[config.mk]
export PLATFORM = sky130hd
export DESIGN_NAME = system_bus_error_slave
export DESIGN_NICKNAME = d
export VERILOG_FILES = /design/src/rtl/cei_mochila_pkg.sv /design/src/rtl/sat_counter.sv /design/src/rtl/system_bus_error_slave.sv
export SDC_FILE = /design/constraint.sdc
export NUM_CORES = 1
export LEC_CHECK = 0
export CAP_MARGIN = 30
export CORE_UTILIZATION = 40
export DETAILED_ROUTE_END_ITERATION = 10
export PLACE_DENSITY = 0.85
export SLEW_MARGIN = 5
export SYNTH_ARGS = -nofsm -noshare
export SYNTH_HDL_FRONTEND = slang
export SYNTH_SLANG_ARGS = --single-unit
[constraint.sdc]
create_clock -name clk_i -period 5.05 [get_ports clk_i]
set_clock_uncertainty 0.1 [all_clocks]
set_input_delay 1.01 -clock clk_i [delete_from_list [all_inputs] [get_ports clk_i]]
set_output_delay 1.01 -clock clk_i [all_outputs]
set_load 0.01 [all_outputs]
[src/rtl/cei_mochila_pkg.sv]
// Shared crossbar constants plus the error-slave log state and defaults.
package cei_mochila_pkg;

  localparam int unsigned SYSTEM_XBAR_NMASTER     = 5;
  localparam int unsigned LOG_SYSTEM_XBAR_NMASTER = 3;

  localparam logic [31:0] ERROR_RDATA_DEFAULT = 32'hBADACCE5;
  localparam int unsigned ERR_CNT_WIDTH       = 16;

  typedef enum logic [1:0] {
    EMPTY    = 2'd0,
    CAPTURED = 2'd1,
    OVERFLOW = 2'd2
  } err_log_state_e;

endpackage

[src/rtl/sat_counter.sv]
// Saturating up-counter; clear in the same cycle as inc restarts at 1.
module sat_counter #(
  parameter int unsigned WIDTH = 16
) (
  input  logic             clk_i,
  input  logic             rst_ni,
  input  logic             inc_i,
  input  logic             clr_i,
  output logic [WIDTH-1:0] cnt_o
);

  logic [WIDTH-1:0] cnt_q;
  logic             at_max;

  assign at_max = &cnt_q;
  assign cnt_o  = cnt_q;

  always_ff @(posedge clk_i or negedge rst_ni) begin
    if (!rst_ni) begin
      cnt_q <= '0;
    end else if (clr_i) begin
      cnt_q <= inc_i ? WIDTH'(1) : '0;
    end else if (inc_i && !at_max) begin
      cnt_q <= cnt_q + WIDTH'(1);
    end
  end

endmodule

[src/rtl/system_bus_error_slave.sv]
// Crossbar default slave: answers every access with an OBI error response,
// logs the first fault, counts all faults and raises a sticky interrupt.
module system_bus_error_slave
  import cei_mochila_pkg::*;
#(
  parameter logic [31:0] ERROR_RDATA = ERROR_RDATA_DEFAULT,
  parameter int unsigned CNT_WIDTH   = ERR_CNT_WIDTH,
  parameter int unsigned NMASTER     = SYSTEM_XBAR_NMASTER,
  parameter int unsigned MIDX_WIDTH  = LOG_SYSTEM_XBAR_NMASTER
) (
  input  logic                  clk_i,
  input  logic                  rst_ni,
  input  logic                  req_i,
  input  logic                  we_i,
  input  logic [3:0]            be_i,
  input  logic [31:0]           addr_i,
  input  logic [31:0]           wdata_i,
  input  logic [MIDX_WIDTH-1:0] midx_i,
  output logic                  gnt_o,
  output logic                  rvalid_o,
  output logic [31:0]           rdata_o,
  output logic                  err_o,
  input  logic                  clear_i,
  output logic                  irq_o,
  output logic                  log_valid_o,
  output logic                  log_overflow_o,
  output logic [31:0]           log_addr_o,
  output logic                  log_we_o,
  output logic [MIDX_WIDTH-1:0] log_midx_o,
  output logic [CNT_WIDTH-1:0]  fault_cnt_o
);

  logic                  accept;
  logic                  rvalid_q, rd_q, irq_q;
  err_log_state_e        state_q;
  logic [31:0]           log_addr_q;
  logic                  log_we_q;
  logic [MIDX_WIDTH-1:0] log_midx_q;

  // Write data and byte enables carry no information for an error response.
  logic unused_ok;
  assign unused_ok = ^{be_i, wdata_i, 32'(NMASTER)};

  assign gnt_o  = req_i;
  assign accept = req_i & gnt_o;

  always_ff @(posedge clk_i or negedge rst_ni) begin
    if (!rst_ni) begin
      rvalid_q <= 1'b0;
      rd_q     <= 1'b0;
    end else begin
      rvalid_q <= accept;
      rd_q     <= accept & ~we_i;
    end
  end

  assign rvalid_o = rvalid_q;
  assign err_o    = rvalid_q;
  assign rdata_o  = rd_q ? ERROR_RDATA : 32'h0;

  // A clear coinciding with an accept restarts the log on that access.
  always_ff @(posedge clk_i or negedge rst_ni) begin
    if (!rst_ni) begin
      state_q    <= EMPTY;
      log_addr_q <= '0;
      log_we_q   <= 1'b0;
      log_midx_q <= '0;
    end else if (accept) begin
      if (clear_i || state_q == EMPTY) begin
        state_q    <= CAPTURED;
        log_addr_q <= addr_i;
        log_we_q   <= we_i;
        log_midx_q <= midx_i;
      end else begin
        state_q <= OVERFLOW;
      end
    end else if (clear_i) begin
      state_q    <= EMPTY;
      log_addr_q <= '0;
      log_we_q   <= 1'b0;
      log_midx_q <= '0;
    end
  end

  always_ff @(posedge clk_i or negedge rst_ni) begin
    if (!rst_ni)                irq_q <= 1'b0;
    else if (accept)            irq_q <= 1'b1;
    else if (clear_i)           irq_q <= 1'b0;
  end

  assign irq_o          = irq_q;
  assign log_valid_o    = (state_q != EMPTY);
  assign log_overflow_o = (state_q == OVERFLOW);
  assign log_addr_o     = log_addr_q;
  assign log_we_o       = log_we_q;
  assign log_midx_o     = log_midx_q;

  sat_counter #(
    .WIDTH (CNT_WIDTH)
  ) u_fault_cnt (
    .clk_i  (clk_i),
    .rst_ni (rst_ni),
    .inc_i  (accept),
    .clr_i  (clear_i),
    .cnt_o  (fault_cnt_o)
  );

endmodule
==> results by group, run 1 <==
Outcome
  • Status: finished with violations
  • Failing checks: DRC

Timing
  • Period Utilization, post-route: 66.67%
  • Final number of hold-violating endpoints: 0
  • Final setup violation count: 0
  • Slew @ Worst Pin: 0.8739 ns
  • Max-slew violation count: 0
  • Final sum of negative setup slack: 0 ns
  • Worst Hold Slack: around 0.38 ns
  • Maximum operating frequency: 297.0 MHz
  • RSZ-0062 raised after global routing: no
  • Max transition margin: 41.56%
  • Final worst path period need: 3.367 ns

Routing
  • Vias: around 2100
  • Residual antenna-violating net count after detailed routing: 0
  • Starting DRT DRC Count: ~160
  • Post-Route M1 WL: 2620 um
  • DRC viols: 20
  • Met3 Wirelength: 410 um
  • Routed length per placed instance: approximately 16 um
  • Routed met2 length: between 3000 and 4000 um
  • Top layer used by detailed routing: met4
  • Total Wirelength: approximately 6400 um
  • Average via count per standard cell: between 5 and 6
  • Iteration count of the initial detailed-routing pass: 9

Final layout
  • Most common library cell in the layout ignoring fill and taps: sky130_fd_sc_hd__clkdlybuf4s50_1
  • Area taken by multi-input logic gates: 987.2 um^2
  • Total area of sequential cells: 1426 um^2
  • Post-layout instance count excluding filler cells: about 410
  • Most frequent cells in the layout: 115 x sky130_fd_sc_hd__clkdlybuf4s50_1, 57 x sky130_fd_sc_hd__dfrtp_1, 36 x sky130_fd_sc_hd__a22o_1, 13 x sky130_fd_sc_hd__conb_1, 13 x sky130_fd_sc_hd__clkbuf_8
  • Diode insertion count for antenna repair: 0
  • Layout cells sized above 1: a little under a tenth
  • Core occupancy in the finished layout: 60.78%
  • Fill count: roughly 530
  • Area delta synth->final: 44.24%
  • Final #Nets: 407

Global route
  • All-layer global routing usage: 18.49%
  • Global-route wire length before repair: 10060 um
  • Via count of the first global-routing pass: about 2100
  • Number of antenna violations at the first check in global routing: 0
  • Aggregate global routing overflow: 0
  • Pin count of the biggest net entering global routing: 58

Synth
  • Async set-or-reset flop fraction in the synthesized netlist: 100.0%
  • Cell types occupying the most area after synthesis: sky130_fd_sc_hd__dfrtp_1 53%, sky130_fd_sc_hd__a22o_1 12%, sky130_fd_sc_hd__buf_4 9.4%, sky130_fd_sc_hd__o21ai_1 2.2%, sky130_fd_sc_hd__nor4_2 1.8%
  • Share of the yosys chip area belonging to registers: 52.70%
  • Number of flip-flops and latches in the synthesized netlist: 57
  • Main synth FF type: sky130_fd_sc_hd__dfrtp_1
  • EDFF count, synth: 0
  • Top cell type by total area after synthesis: sky130_fd_sc_hd__dfrtp_1
  • Average cell area after synthesis: 11.52 um^2
  • Synth top area share: 52.70%
  • Warnings from Yosys: 0
  • Count of distinct cell types in the synthesized netlist: 39
  • Cell count after synthesis: 235
  • Syn Std Cell Area: 2706 um^2

Setup path
  • Nature of the critical path endpoint: output port
  • R2R cell count: 5
  • Total stage count of the critical path: 3
  • Worst setup SP type: input port
  • CP max stage delay: 0.58 ns
  • CP required: 3.94 ns
  • Path type of the worst setup path: in2out
  • Most Frequent Cell on Critical Path: sky130_fd_sc_hd__clkdlybuf4s50_1
  • CP arrival: 2.26 ns
  • Crit path launch: req_i
  • Worst reg2reg path startpoint: u_fault_cnt.cnt_o[0]$_DFFE_PN0P_
  • Critical-path cell list: clkdlybuf4s50_1, buf_4, clkdlybuf4s50_1
  • CP max stage cell: sky130_fd_sc_hd__clkdlybuf4s50_1
  • Worst reg2reg path endpoint: u_fault_cnt.cnt_o[8]$_DFFE_PN0P_
  • Cell type group with the largest total delay on the critical path: buffers and inverters
  • Largest fanout on the critical path: 16
  • Internal reg-to-reg setup slack: 2.93 ns
  • Buffer and inverter count on the worst path: 3

Floorplanning
  • Horizontal die dimension: between 80 and 90 um
  • Area enclosed by the die boundary: 7099 um^2
  • Initial Utilization: 42.14%
  • Top-Level Pins: 166
  • Core footprint: about 6400 um^2
  • Standard-cell rows: 29
  • Vertical die dimension: approximately 84 um

Min path
  • Hold Path Class: reg2reg
  • Worst hold start: irq_o$_DFFE_PN0P_
  • Worst Hold Endpoint: irq_o$_DFFE_PN0P_
  • Cells on Worst Hold Path: 1

Clock tree
  • TritonCTS clock tree: built
  • Clock tree buffer depth: 2
  • Number of clock buffers inserted by TritonCTS: 9
  • Clock transition at the registers of the reported paths: 0.06 ns
  • Clock tree root driver cell: sky130_fd_sc_hd__clkbuf_8
  • CTS sink count: 57
  • Number of buffers inserted for hold repair after clock tree synthesis: 0
  • Count of cells resized by post-cts repair: 0
  • H-Tree Depth: 3
  • Number of setup buffers added after CTS: 0
  • Clock insertion delay at the later pin of the skew report: 0.33 ns

Power
  • Switching component of the power: around 290 uW
  • Internal power consumption: around 850 uW
  • Leakage power figure: 1.683 nW
  • Switching part of the total: 25.15%
  • Combinational group share of total power: 19.2%
  • Clock share of power: 35.2%
  • Pwr/cell area: 290.7 nW/um^2
  • Sequential group share of total power: 45.6%
  • Worst IR Drop VDD: 0.1623 mV

Placed design
  • I/O Buffers: 116
  • HPWL Detailed: 4458 um
  • Instance count after placement with tap cells included: between 300 and 400
  • Final weighted congestion of routability-driven global placement: 0.8306

Flow run
  • Max cap viols: 0
cell families after synthesis:
| kind of cell | count (synthesis) | share of synthesized area [%] |
|---|---|---|
| compound gates | 70 | 19.28 |
| flops | 57 | 52.70 |
| buf+inv | 52 | 12.48 |
| simple gates | 47 | 12.58 |
| xor+xnor | 5 | 1.618 |
| mux | 2 | 0.7397 |
| fa+ha+maj | 1 | 0.4622 |
| other cells | 1 | 0.1386 |
sequential cells by signal, summed over array words and instances (netlist names):
signal,flops
state_q,2
rd_q,1
log_we_o,1
err_o,1
log_addr_o,32
log_midx_o,3
irq_o,1
u_fault_cnt.cnt_o,16
metrics by stage:
step	worst slack [ns]	total power, mW	instance area (um^2)
CTS	1.678	1.151	3904
floorplan	2.811	0.6207	2751
detailed placement	1.571	0.7442	3711
global placement	1.596	0.7384	3711
global route	1.641	1.189	3904
finish	1.683	1.135	3904
worst max path at each step:
stage	endpoint	slack (ns)
CTS	gnt_o	1.68
global route	gnt_o	1.64
detailed placement	u_fault_cnt.cnt_o[2]$_DFFE_PN0P_	1.57
finish	gnt_o	1.68
floorplan	gnt_o	2.81
global placement	u_fault_cnt.cnt_o[7]$_DFFE_PN0P_	1.60
Yosys cell counts (2+ instances only):
cell                       instances
sky130_fd_sc_hd__a21oi_1           4
sky130_fd_sc_hd__inv_1             4
sky130_fd_sc_hd__o21ai_1          12
sky130_fd_sc_hd__nand4_2           3
sky130_fd_sc_hd__nor2b_1           4
sky130_fd_sc_hd__buf_2             6
sky130_fd_sc_hd__buf_1             2
sky130_fd_sc_hd__nand2_1           8
sky130_fd_sc_hd__dfrtp_1          57
sky130_fd_sc_hd__mux2i_1           2
sky130_fd_sc_hd__buf_4            34
sky130_fd_sc_hd__xnor2_1           4
sky130_fd_sc_hd__o31ai_1           5
sky130_fd_sc_hd__a21o_1            2
sky130_fd_sc_hd__a22o_1           36
sky130_fd_sc_hd__clkbuf_1          5
sky130_fd_sc_hd__nand3_1           4
sky130_fd_sc_hd__nand4_1           3
sky130_fd_sc_hd__nor2_1            6
sky130_fd_sc_hd__nand4b_1          2
sky130_fd_sc_hd__and4_1            3
sky130_fd_sc_hd__o21a_1            2
sky130_fd_sc_hd__nor4_2            4
sky130_fd_sc_hd__o41ai_1           2
sky130_fd_sc_hd__o21ai_0           4
sky130_fd_sc_hd__a31oi_1           2
sky130_fd_sc_hd__nor4_1            3
routing by layer:
| layer | up-vias | global-route usage (%) |
|---|---|---|
| met5 | - | 0 |
| met4 | 0 | 9.875 |
| met3 | 12 | 4.425 |
| met2 | 90 | 31.00 |
| met1 | 1038 | 22.10 |
| li1 | 1008 | - |
cell type report:
cell class / count / share of cell area, %
clock buffer: 14 / 4.679
sequential: 57 / 36.54
clock inverter: 2 / 0.2564
tap: 77 / 2.468
timing repair buffer: 120 / 30.38
multi-input combinational: 138 / 25.29
inverter: 4 / 0.3846
power groups by stage:
stage / clock network, mW / logic [mW] / registers (mW)
floorplan: 0 / 0.0840 / 0.537
global placement: 0 / 0.216 / 0.522
detailed placement: 0 / 0.221 / 0.524
CTS: 0.413 / 0.221 / 0.517
global route: 0.435 / 0.232 / 0.522
finish: 0.400 / 0.218 / 0.517
worst register-to-register path: cells and delay by family, from the launching register on:
kind,cells,cell delay [ns]
adder cells (fa/ha/maj),1,0.30
flip-flops,1,0.48
AND/OR/NAND/NOR,3,1.03
AO/OA/AOI/OAI,1,0.08
Power figures use the tool's default switching activity.
==> run 2, diff against run 1 <==
--- a/config.mk
+++ b/config.mk
@@ -6,9 +6,9 @@
 export NUM_CORES = 1
 export LEC_CHECK = 0
 export CAP_MARGIN = 30
-export CORE_UTILIZATION = 40
+export CORE_UTILIZATION = 34
 export DETAILED_ROUTE_END_ITERATION = 10
-export PLACE_DENSITY = 0.85
+export PLACE_DENSITY = 0.77
 export SLEW_MARGIN = 5
 export SYNTH_ARGS = -nofsm -noshare
 export SYNTH_HDL_FRONTEND = slang
==> constraint.sdc (replaced) <==
create_clock -name clk_i -period 3 [get_ports clk_i]
set_clock_uncertainty 0.1 [all_clocks]
set_input_delay 0.6 -clock clk_i [delete_from_list [all_inputs] [get_ports clk_i]]
set_output_delay 0.6 -clock clk_i [all_outputs]
set_load 0.01 [all_outputs]
==> results by group, run 2 (synthesis results as in run 1) <==
Routing
  • Iteration count of the initial detailed-routing pass: 6
  • Starting DRT DRC Count: 51
  • Vias: 2156
  • DRC viols: 0
  • Total Wirelength: 6318 um
  • Residual antenna-violating net count after detailed routing: 0
  • Routed length per placed instance: 14.42 um
  • Average via count per standard cell: 4.922

Power
  • Worst IR Drop VDD: about 0.24 mV
  • Leakage power figure: 1.681 nW
  • Pwr/cell area: 488.2 nW/um^2

Min path
  • Hold Path Class: in2async

Clock tree
  • Clock insertion delay at the later pin of the skew report: 0.33 ns
  • Number of clock buffers inserted by TritonCTS: 9
  • Clock tree root driver cell: sky130_fd_sc_hd__clkbuf_8
  • TritonCTS clock tree: built
  • Number of buffers inserted for hold repair after clock tree synthesis: 0
  • CTS sink count: 57
  • Count of cells resized by post-cts repair: 0
  • Clock transition at the registers of the reported paths: 0.07 ns
  • Clock tree buffer depth: 2
  • H-Tree Depth: 3
  • Number of setup buffers added after CTS: 0

Global route
  • Number of antenna violations at the first check in global routing: 0
  • Aggregate global routing overflow: 0
  • Via count of the first global-routing pass: 2225
  • Global-route wire length before repair: ~11000 um
  • Pin count of the biggest net entering global routing: 58
  • All-layer global routing usage: 16.35%

Final layout
  • Post-route design area: 3945 um^2
  • Post-layout instance count excluding filler cells: 438
  • Area delta synth->final: 45.77%
  • Final #Nets: 408
  • Flip-flop count of the largest register, all copies and words added: 32
  • Layout cells sized above 1: 9.226%
  • Most frequent cells in the layout: 115 x sky130_fd_sc_hd__clkdlybuf4s50_1, 57 x sky130_fd_sc_hd__dfrtp_1, 36 x sky130_fd_sc_hd__a22o_1, 13 x sky130_fd_sc_hd__conb_1, 12 x sky130_fd_sc_hd__o21ai_1
  • Diode insertion count for antenna repair: 0
  • Fill count: 703
  • Most common library cell in the layout ignoring fill and taps: sky130_fd_sc_hd__clkdlybuf4s50_1

Floorplanning
  • Horizontal die dimension: 91.22 um
  • Top-Level Pins: 166
  • Vertical die dimension: 91.22 um
  • Standard-cell rows: 32
  • Core footprint: between 7000 and 8000 um^2
  • Area enclosed by the die boundary: 8320 um^2
  • Initial Utilization: 35.02%

Timing
  • Maximum operating frequency: 393.0 MHz
  • Max-slew violation count: 0
  • Worst Hold Slack: 0.3021 ns
  • RSZ-0062 raised after global routing: no
  • Period Utilization, post-route: 84.83%
  • Final worst path period need: 2.545 ns
  • Final sum of negative setup slack: 0 ns
  • Slew @ Worst Pin: 0.9012 ns
  • Final number of hold-violating endpoints: 0
  • Final setup violation count: 0
  • Max transition margin: roughly two fifths

Setup path
  • CP max stage delay: 0.58 ns
  • CP arrival: 1.84 ns
  • Nature of the critical path endpoint: output port
  • Most Frequent Cell on Critical Path: sky130_fd_sc_hd__clkdlybuf4s50_1
  • Largest fanout on the critical path: 16
  • Critical-path cell list: clkdlybuf4s50_1, buf_4, clkdlybuf4s50_1
  • CP max stage cell: sky130_fd_sc_hd__clkdlybuf4s50_1
  • Path type of the worst setup path: in2out
  • CP required: 2.30 ns
  • Worst setup SP type: input port

Flow run
  • Max cap viols: 0

Placed design
  • I/O Buffers: 116
  • Post-Place Cell Area: 3757 um^2
  • Instance count after placement with tap cells included: 422
  • Final weighted congestion of routability-driven global placement: ~0.76
  • HPWL Detailed: 4330 um

Outcome
  • Status: finished clean
[run 2: worst max-delay path, delay by kind of cell]
family	cells	cell delay, ns
buf+inv	3	1.25
[run 2: routing by layer]
layer  part of all wire [%]  up-vias  track usage [%]  wire length, um
met2                     48       90            26.52             3014
li1                       -     1008                -                -
met3                    5.6       15            4.104              353
met5                      0        -                0                0
met1                     44     1043            19.90             2788
met4                    2.5        0            8.995              161
[run 2: where the power goes]
part | internal [mW] | total (mW) | switching [mW]
combinational | 0.215 | 0.366 | 0.152
clock | 0.382 | 0.690 | 0.308
sequential | 0.827 | 0.870 | 0.0425
[run 2: cell type report]
cell class	count	area, um^2	share of cell area, %
Multi-Input combinational cell	138	994.7	25.21
Inverter	4	15.01	0.3806
Tap cell	102	127.6	3.235
Timing Repair Buffer	121	1194	30.26
Clock inverter	5	56.30	1.427
Clock buffer	11	131.4	3.330
Sequential cell	57	1426	36.16
[run 2: path summary, 6_finish.rpt]
path	startpoint	endpoint	slack [ns]	cells after the start
worst min register to register	irq_o$_DFFE_PN0P_	irq_o$_DFFE_PN0P_	0.39	1
worst max-delay path	req_i	gnt_o	0.46	3
min in group clk_i	irq_o$_DFFE_PN0P_	irq_o$_DFFE_PN0P_	0.39	1
worst max register to register	u_fault_cnt.cnt_o[0]$_DFFE_PN0P_	u_fault_cnt.cnt_o[10]$_DFFE_PN0P_	1.07	5
worst min-delay path	rst_ni	u_fault_cnt.cnt_o[6]$_DFFE_PN0P_	0.30	2
max in group asynchronous	rst_ni	log_addr_o[1]$_DFFE_PN0P_	2.03	2
[run 2: metrics by stage]
step	util, %	power [mW]	setup WS [ns]
2_1_floorplan	-	1.045	1.228
3_3_place_gp	48.62	1.247	0.4554
3_5_place_dp	48.62	1.254	0.4416
4_1_cts	51.05	1.957	0.4421
5_1_grt	51.05	2.014	0.3789
6_report	51.05	1.926	0.4552
